`src/rtl/play_bus0_if.sv`:
```
// Control and display signals of the play bus lab block.
// The bench drives the master side; the play bus itself is the slave.
interface play_bus0_if;
    logic [3:0] sw0;
    logic       ROMO;
    logic       RAMO;
    logic       SWBEN;
    logic       RAMW;
    logic       LEDLTCH;
    logic [6:0] disp0;
    logic [6:0] disp1;

    modport master (
        output sw0, ROMO, RAMO, SWBEN, RAMW, LEDLTCH,
        input  disp0, disp1
    );

    modport slave (
        input  sw0, ROMO, RAMO, SWBEN, RAMW, LEDLTCH,
        output disp0, disp1
    );
endinterface

```
`src/rtl/play_bus0.sv`:
```
// Teaching-lab play bus: switches, EPROM and RAM share a 4-bit bus.
// The RAM and an LED latch capture the bus on the falling edge of n_clk.
module play_bus0 #(
    parameter logic [3:0] ADDR = 4'd5
) (
    input  logic        n_clk,
    input  logic        n_reset,
    play_bus0_if.slave  pb
);

    logic [3:0] ram [16];
    logic [3:0] led;
    logic [3:0] bus_val;
    logic       driven;

    function automatic logic [6:0] seg7(input logic [3:0] v);
        logic [6:0] s;
        case (v)
            4'h0: s = 7'h3F;
            4'h1: s = 7'h06;
            4'h2: s = 7'h5B;
            4'h3: s = 7'h4F;
            4'h4: s = 7'h66;
            4'h5: s = 7'h6D;
            4'h6: s = 7'h7D;
            4'h7: s = 7'h07;
            4'h8: s = 7'h7F;
            4'h9: s = 7'h6F;
            4'hA: s = 7'h77;
            4'hB: s = 7'h7C;
            4'hC: s = 7'h39;
            4'hD: s = 7'h5E;
            4'hE: s = 7'h79;
            default: s = 7'h71;
        endcase
        return s;
    endfunction

    // EPROM contents are the complement of the address, so no table is stored.
    always_comb begin
        driven  = pb.SWBEN | pb.ROMO | pb.RAMO;
        bus_val = 4'h0;
        if (pb.SWBEN)
            bus_val = pb.sw0;
        else if (pb.ROMO)
            bus_val = ~ADDR;
        else if (pb.RAMO)
            bus_val = ram[ADDR];
    end

    always_ff @(negedge n_clk or negedge n_reset) begin
        if (!n_reset) begin
            for (int i = 0; i < 16; i++)
                ram[i] <= 4'h0;
            led <= 4'h0;
        end else begin
            if (pb.RAMW)
                ram[ADDR] <= bus_val;
            if (pb.LEDLTCH)
                led <= bus_val;
        end
    end

    assign pb.disp0 = driven ? seg7(bus_val) : 7'h00;
    assign pb.disp1 = seg7(led);

endmodule

```
`src/flat_wrapper.sv`:
```
// flat-port wrapper written by rule: the top's interface ports become plain ports
module play_bus0_flat 
#(
    parameter logic [3:0] ADDR = 4'd5
)
  (n_clk, n_reset, pb_sw0, pb_ROMO, pb_RAMO, pb_SWBEN, pb_RAMW, pb_LEDLTCH, pb_disp0, pb_disp1);
  play_bus0_if pb_i ();
  input  logic n_clk;
  input  logic n_reset;
  input wire logic [$bits(pb_i.sw0)-1:0] pb_sw0;
  input wire logic [$bits(pb_i.ROMO)-1:0] pb_ROMO;
  input wire logic [$bits(pb_i.RAMO)-1:0] pb_RAMO;
  input wire logic [$bits(pb_i.SWBEN)-1:0] pb_SWBEN;
  input wire logic [$bits(pb_i.RAMW)-1:0] pb_RAMW;
  input wire logic [$bits(pb_i.LEDLTCH)-1:0] pb_LEDLTCH;
  output wire logic [$bits(pb_i.disp0)-1:0] pb_disp0;
  output wire logic [$bits(pb_i.disp1)-1:0] pb_disp1;
  assign pb_i.sw0 = pb_sw0;
  assign pb_i.ROMO = pb_ROMO;
  assign pb_i.RAMO = pb_RAMO;
  assign pb_i.SWBEN = pb_SWBEN;
  assign pb_i.RAMW = pb_RAMW;
  assign pb_i.LEDLTCH = pb_LEDLTCH;
  assign pb_disp0 = pb_i.disp0;
  assign pb_disp1 = pb_i.disp1;
  play_bus0 #(.ADDR(ADDR)) u_core (.n_clk(n_clk), .n_reset(n_reset), .pb(pb_i));
endmodule
```
`config.mk`:
```
export PLATFORM = sky130hd
export DESIGN_NAME = play_bus0_flat
export DESIGN_NICKNAME = d
export VERILOG_FILES = /design/src/rtl/play_bus0_if.sv /design/src/rtl/play_bus0.sv /design/src/flat_wrapper.sv
export SDC_FILE = /design/constraint.sdc
export NUM_CORES = 1
export LEC_CHECK = 0
export ABC_CLOCK_PERIOD_IN_PS = 2800
export BUFFER_PORTS_ARGS = -buffer_cell sky130_fd_sc_hd__clkbuf_2
export CORE_AREA = 2 2 46 91
export CTS_BUF_LIST = sky130_fd_sc_hd__clkbuf_4
export CTS_CLUSTER_SIZE = 20
export DETAILED_ROUTE_END_ITERATION = 16
export DIE_AREA = 0 0 48 93
export MAX_ROUTING_LAYER = met4
export PLACE_DENSITY = 0.53
export SYNTH_ARGS = -nofsm -noshare
export SYNTH_HDL_FRONTEND = slang
export SYNTH_SLANG_ARGS = --single-unit
```
`constraint.sdc`:
```
create_clock -name n_clk -period 2.8 [get_ports n_clk]
set_input_delay 0.28 -clock n_clk [delete_from_list [all_inputs] [get_ports n_clk]]
set_output_delay 0.28 -clock n_clk [all_outputs]
set_load 0.02 [all_outputs]
```
==> flow_metrics.tcl <==
set metrics [dict create \
    outcome "finished with violations" \
    violations "setup timing" \
    async_flop_share_pct 100 \
    critPathMaxFanout 4 \
    num_antenna_cells 0 \
    nets 195 \
    fin_ws_ns -0.783 \
    drtAntennaViolNets 0 \
    synth_nets 125 \
    path_cells "nand3b_1 -> o21a_4 -> buf_4 -> ha_4 -> nor2_2 -> o41ai_4 -> buf_4" \
    cts.path.max_buffers 2 \
    wl_per_cell_um 13.6 \
    drv_slew 0 \
    cts_root_buf "clkbuf_4" \
    dieArea_um2 4460 \
    hp-class "reg -> reg" \
    h-tree-depth 1 \
    critical-path-max-stage-delay_ns 0.41 \
    swShare_pct 38.8 \
    ys.flop_type "dfrtn_1" \
    drt_iter0_markers 17 \
    tightest_slew_ns 0.311 \
    drc 0 \
    avgSynthCellArea_um2 8.67 \
    initial_core_util_pct 23.9 \
    vias 1038 \
    relSlewSlack_pct 79.1 \
    p_total_mw 0.722 \
    report.final.hold_viol_count 0 \
    startpoint_type "flip-flop" \
    hold_depth 1 \
    grt_pass1_wl_mm 4.73 \
    hp-start "u_core.ram[41]" \
    synth-edff-count 0 \
    path_depth 7 \
    synth_cell_types 39 \
    numPortBuffers 24 \
    skew_ns 0.000181 \
    routed_wl_mm 3.05 \
    fin_area_um2 1910 \
    ys_seq_elements 8 \
    rows 32 \
    clk_latency_ns 0.26 \
    die_w_um 48 \
    ys_top_cells_by_count "10 x nor2_1, 9 x ha_1, 8 x a21oi_1, 8 x dfrtn_1" \
    tns_ns -7.87 \
    crit_start "u_core.ram[40]" \
    seq_power_share_pct 19.7 \
    crit_path_end_kind "output port" \
    syn_inst 105 \
    drive_above_1_share_pct 78.0 \
    yosysSeqAreaShare_pct 22.0 \
    rsz0062_at_grt "true" \
    p_comb_share_pct 67.8 \
    cts_hold_buf 0 \
    rr_worst_depth 6 \
    p_int_mw 0.442 \
    vdd_drop_max_uv 232 \
    core_area_um2 3800 \
    cp_common_cell "buf_4" \
    detail_route.first_pass.iterations 4 \
    syn2layout_area_growth_pct 109 \
    io_pins 25 \
    syn-cell-area_um2 911 \
    drv_cap 0 \
    crit_required_ns 2.52 \
    grt_max_degree 13 \
    cpMaxStageDelayCell "dfrtn_1" \
    antenna_found_initial 0 \
    grt_overflow 0 \
    yosysMostFrequentCell "nor2_1" \
    power_density_nw_per_um2 378 \
    p_leak_nw 0.820 \
    hpwl_mm 2.27 \
    final-setup-viol-count 14 \
    numCtsBuffers 3 \
    r2r-start "u_core.ram[43]" \
    synth.area.top_cells "dfrtn_1 22%, ha_1 12%, a21oi_1 4.4%" \
    grt_pass1_vias 1113 \
    cpLargestDelayFamily "compound AO/OA/AOI/OAI gates" \
    cts_tree "built" \
    gp_congestion 0.828 \
    clk_pin_slew_ns 0.05 \
    p_switching_mw 0.280 \
    placed_cell_area_um2 1450 \
    path_buf_inv 2 \
    grt_usage_pct 15.0 \
    via_per_inst 4.63 \
    cts.sinks 8 \
    die_y_um 93 \
    pwr-share-clk_pct 12.5 \
    synth_top_area_cell "dfrtn_1" \
    critPathArrivalTime_ns 3.30 \
    utilization_pct 50.2 \
    fillCellCount 340 \
    yosysWarningCount 0 \
    worst-setup-path-type "reg -> out" \
    pre_cts_slack_ns -0.508 \
    synth_top_area_share_pct 22.0 \
]
==> repair_timing <==
item	CTS	global route
endpoints found under the hold margin	0	0
setup endpoints to repair	14	15
pin swaps	13	21
resized for setup	52	34
setup buffers	7	9
==> cells by family (layout without fill, tap and decap cells) <==
| kind of cell | after synthesis | in the layout | share of synthesized area (%) |
|---|---|---|---|
| AO/OA/AOI/OAI | 35 | 35 | 27.7 |
| adder cells (fa/ha/maj) | 9 | 9 | 12.4 |
| buffers and inverters | 15 | 83 | 9.06 |
| flip-flops | 8 | 8 | 22.0 |
| multiplexers | 6 | 6 | 8.38 |
| AND/OR/NAND/NOR | 32 | 32 | 20.5 |
==> final timing paths <==
| kind | to | slack (ns) |
|---|---|---|
| worst max-delay path | pb_disp0[3] | -0.78 |
| worst min-delay path | u_core.ram[41] | 0.46 |
| worst max register to register | u_core.ram[43] | 1.20 |
| worst min register to register | u_core.ram[41] | 0.46 |
| max in group asynchronous | u_core.led[0] | 1.42 |
| min in group asynchronous | u_core.ram[43] | 1.15 |
==> stage by stage <==
| step | hold slack (ns) | cells |
|---|---|---|
| 2_1_floorplan | 0.442 | 105 |
| 3_3_place_gp | 0.448 | 208 |
| 3_5_place_dp | 0.469 | 208 |
| 4_1_cts | 0.469 | 218 |
| 5_1_grt | 0.482 | 224 |
| 6_report | 0.465 | 224 |
==> power groups by stage <==
stage               Sequential (mW)  Clock [mW]  Combinational, mW
floorplan                     0.143           0              0.218
global placement              0.144           0              0.332
detailed placement            0.146           0              0.340
CTS                           0.146      0.0900              0.429
global route                  0.144      0.0975              0.525
finish                        0.142      0.0899              0.489
==> area by class of cell <==
cell class	count	area, µm²	area share [%]
multi-input cells	82	958	50.2
well taps	51	63.8	3.34
inverters	8	38.8	2.03
clock buffers	3	22.5	1.18
flip-flops and latches	8	200	10.5
repair buffers	72	624	32.7
==> registers in the layout, indices dropped and copies added (netlist names) <==
signal / cells
u_core.led: 4
u_core.ram: 4
==> per-layer routing <==
layer  GRT usage (%)  vias to the layer above  part of all wire [%]
li1                -                      514                     -
met1            13.7                      498                    33
met2            29.3                       22                    64
met3            1.16                        4                   2.1
met4            4.50                        0                   1.0
met5               -                        -                     0
==> cell usage in the layout (no fill, tap or decap), drive strengths merged <==
master,count
a21bo,1
nand4,1
nand3b,1
a22oi,2
a221oi,2
a21oi,8
and2,2
ha,9
a2bb2oi,1
o41ai,1
nor2b,3
mux4,1
a211oi,4
nor3,4
a21boi,1
nand4bb,1
a211o,2
and3,1
nor2,10
nand2b,1
o21a,2
clkbuf,18
a2111oi,1
clkinv,1
o211ai,2
o32a,1
mux2i,2
buf,57
mux2,3
dfrtn,8
o21ai,7
nand2,7
or2b,1
inv,7
(Power assumes the default switching activity.)
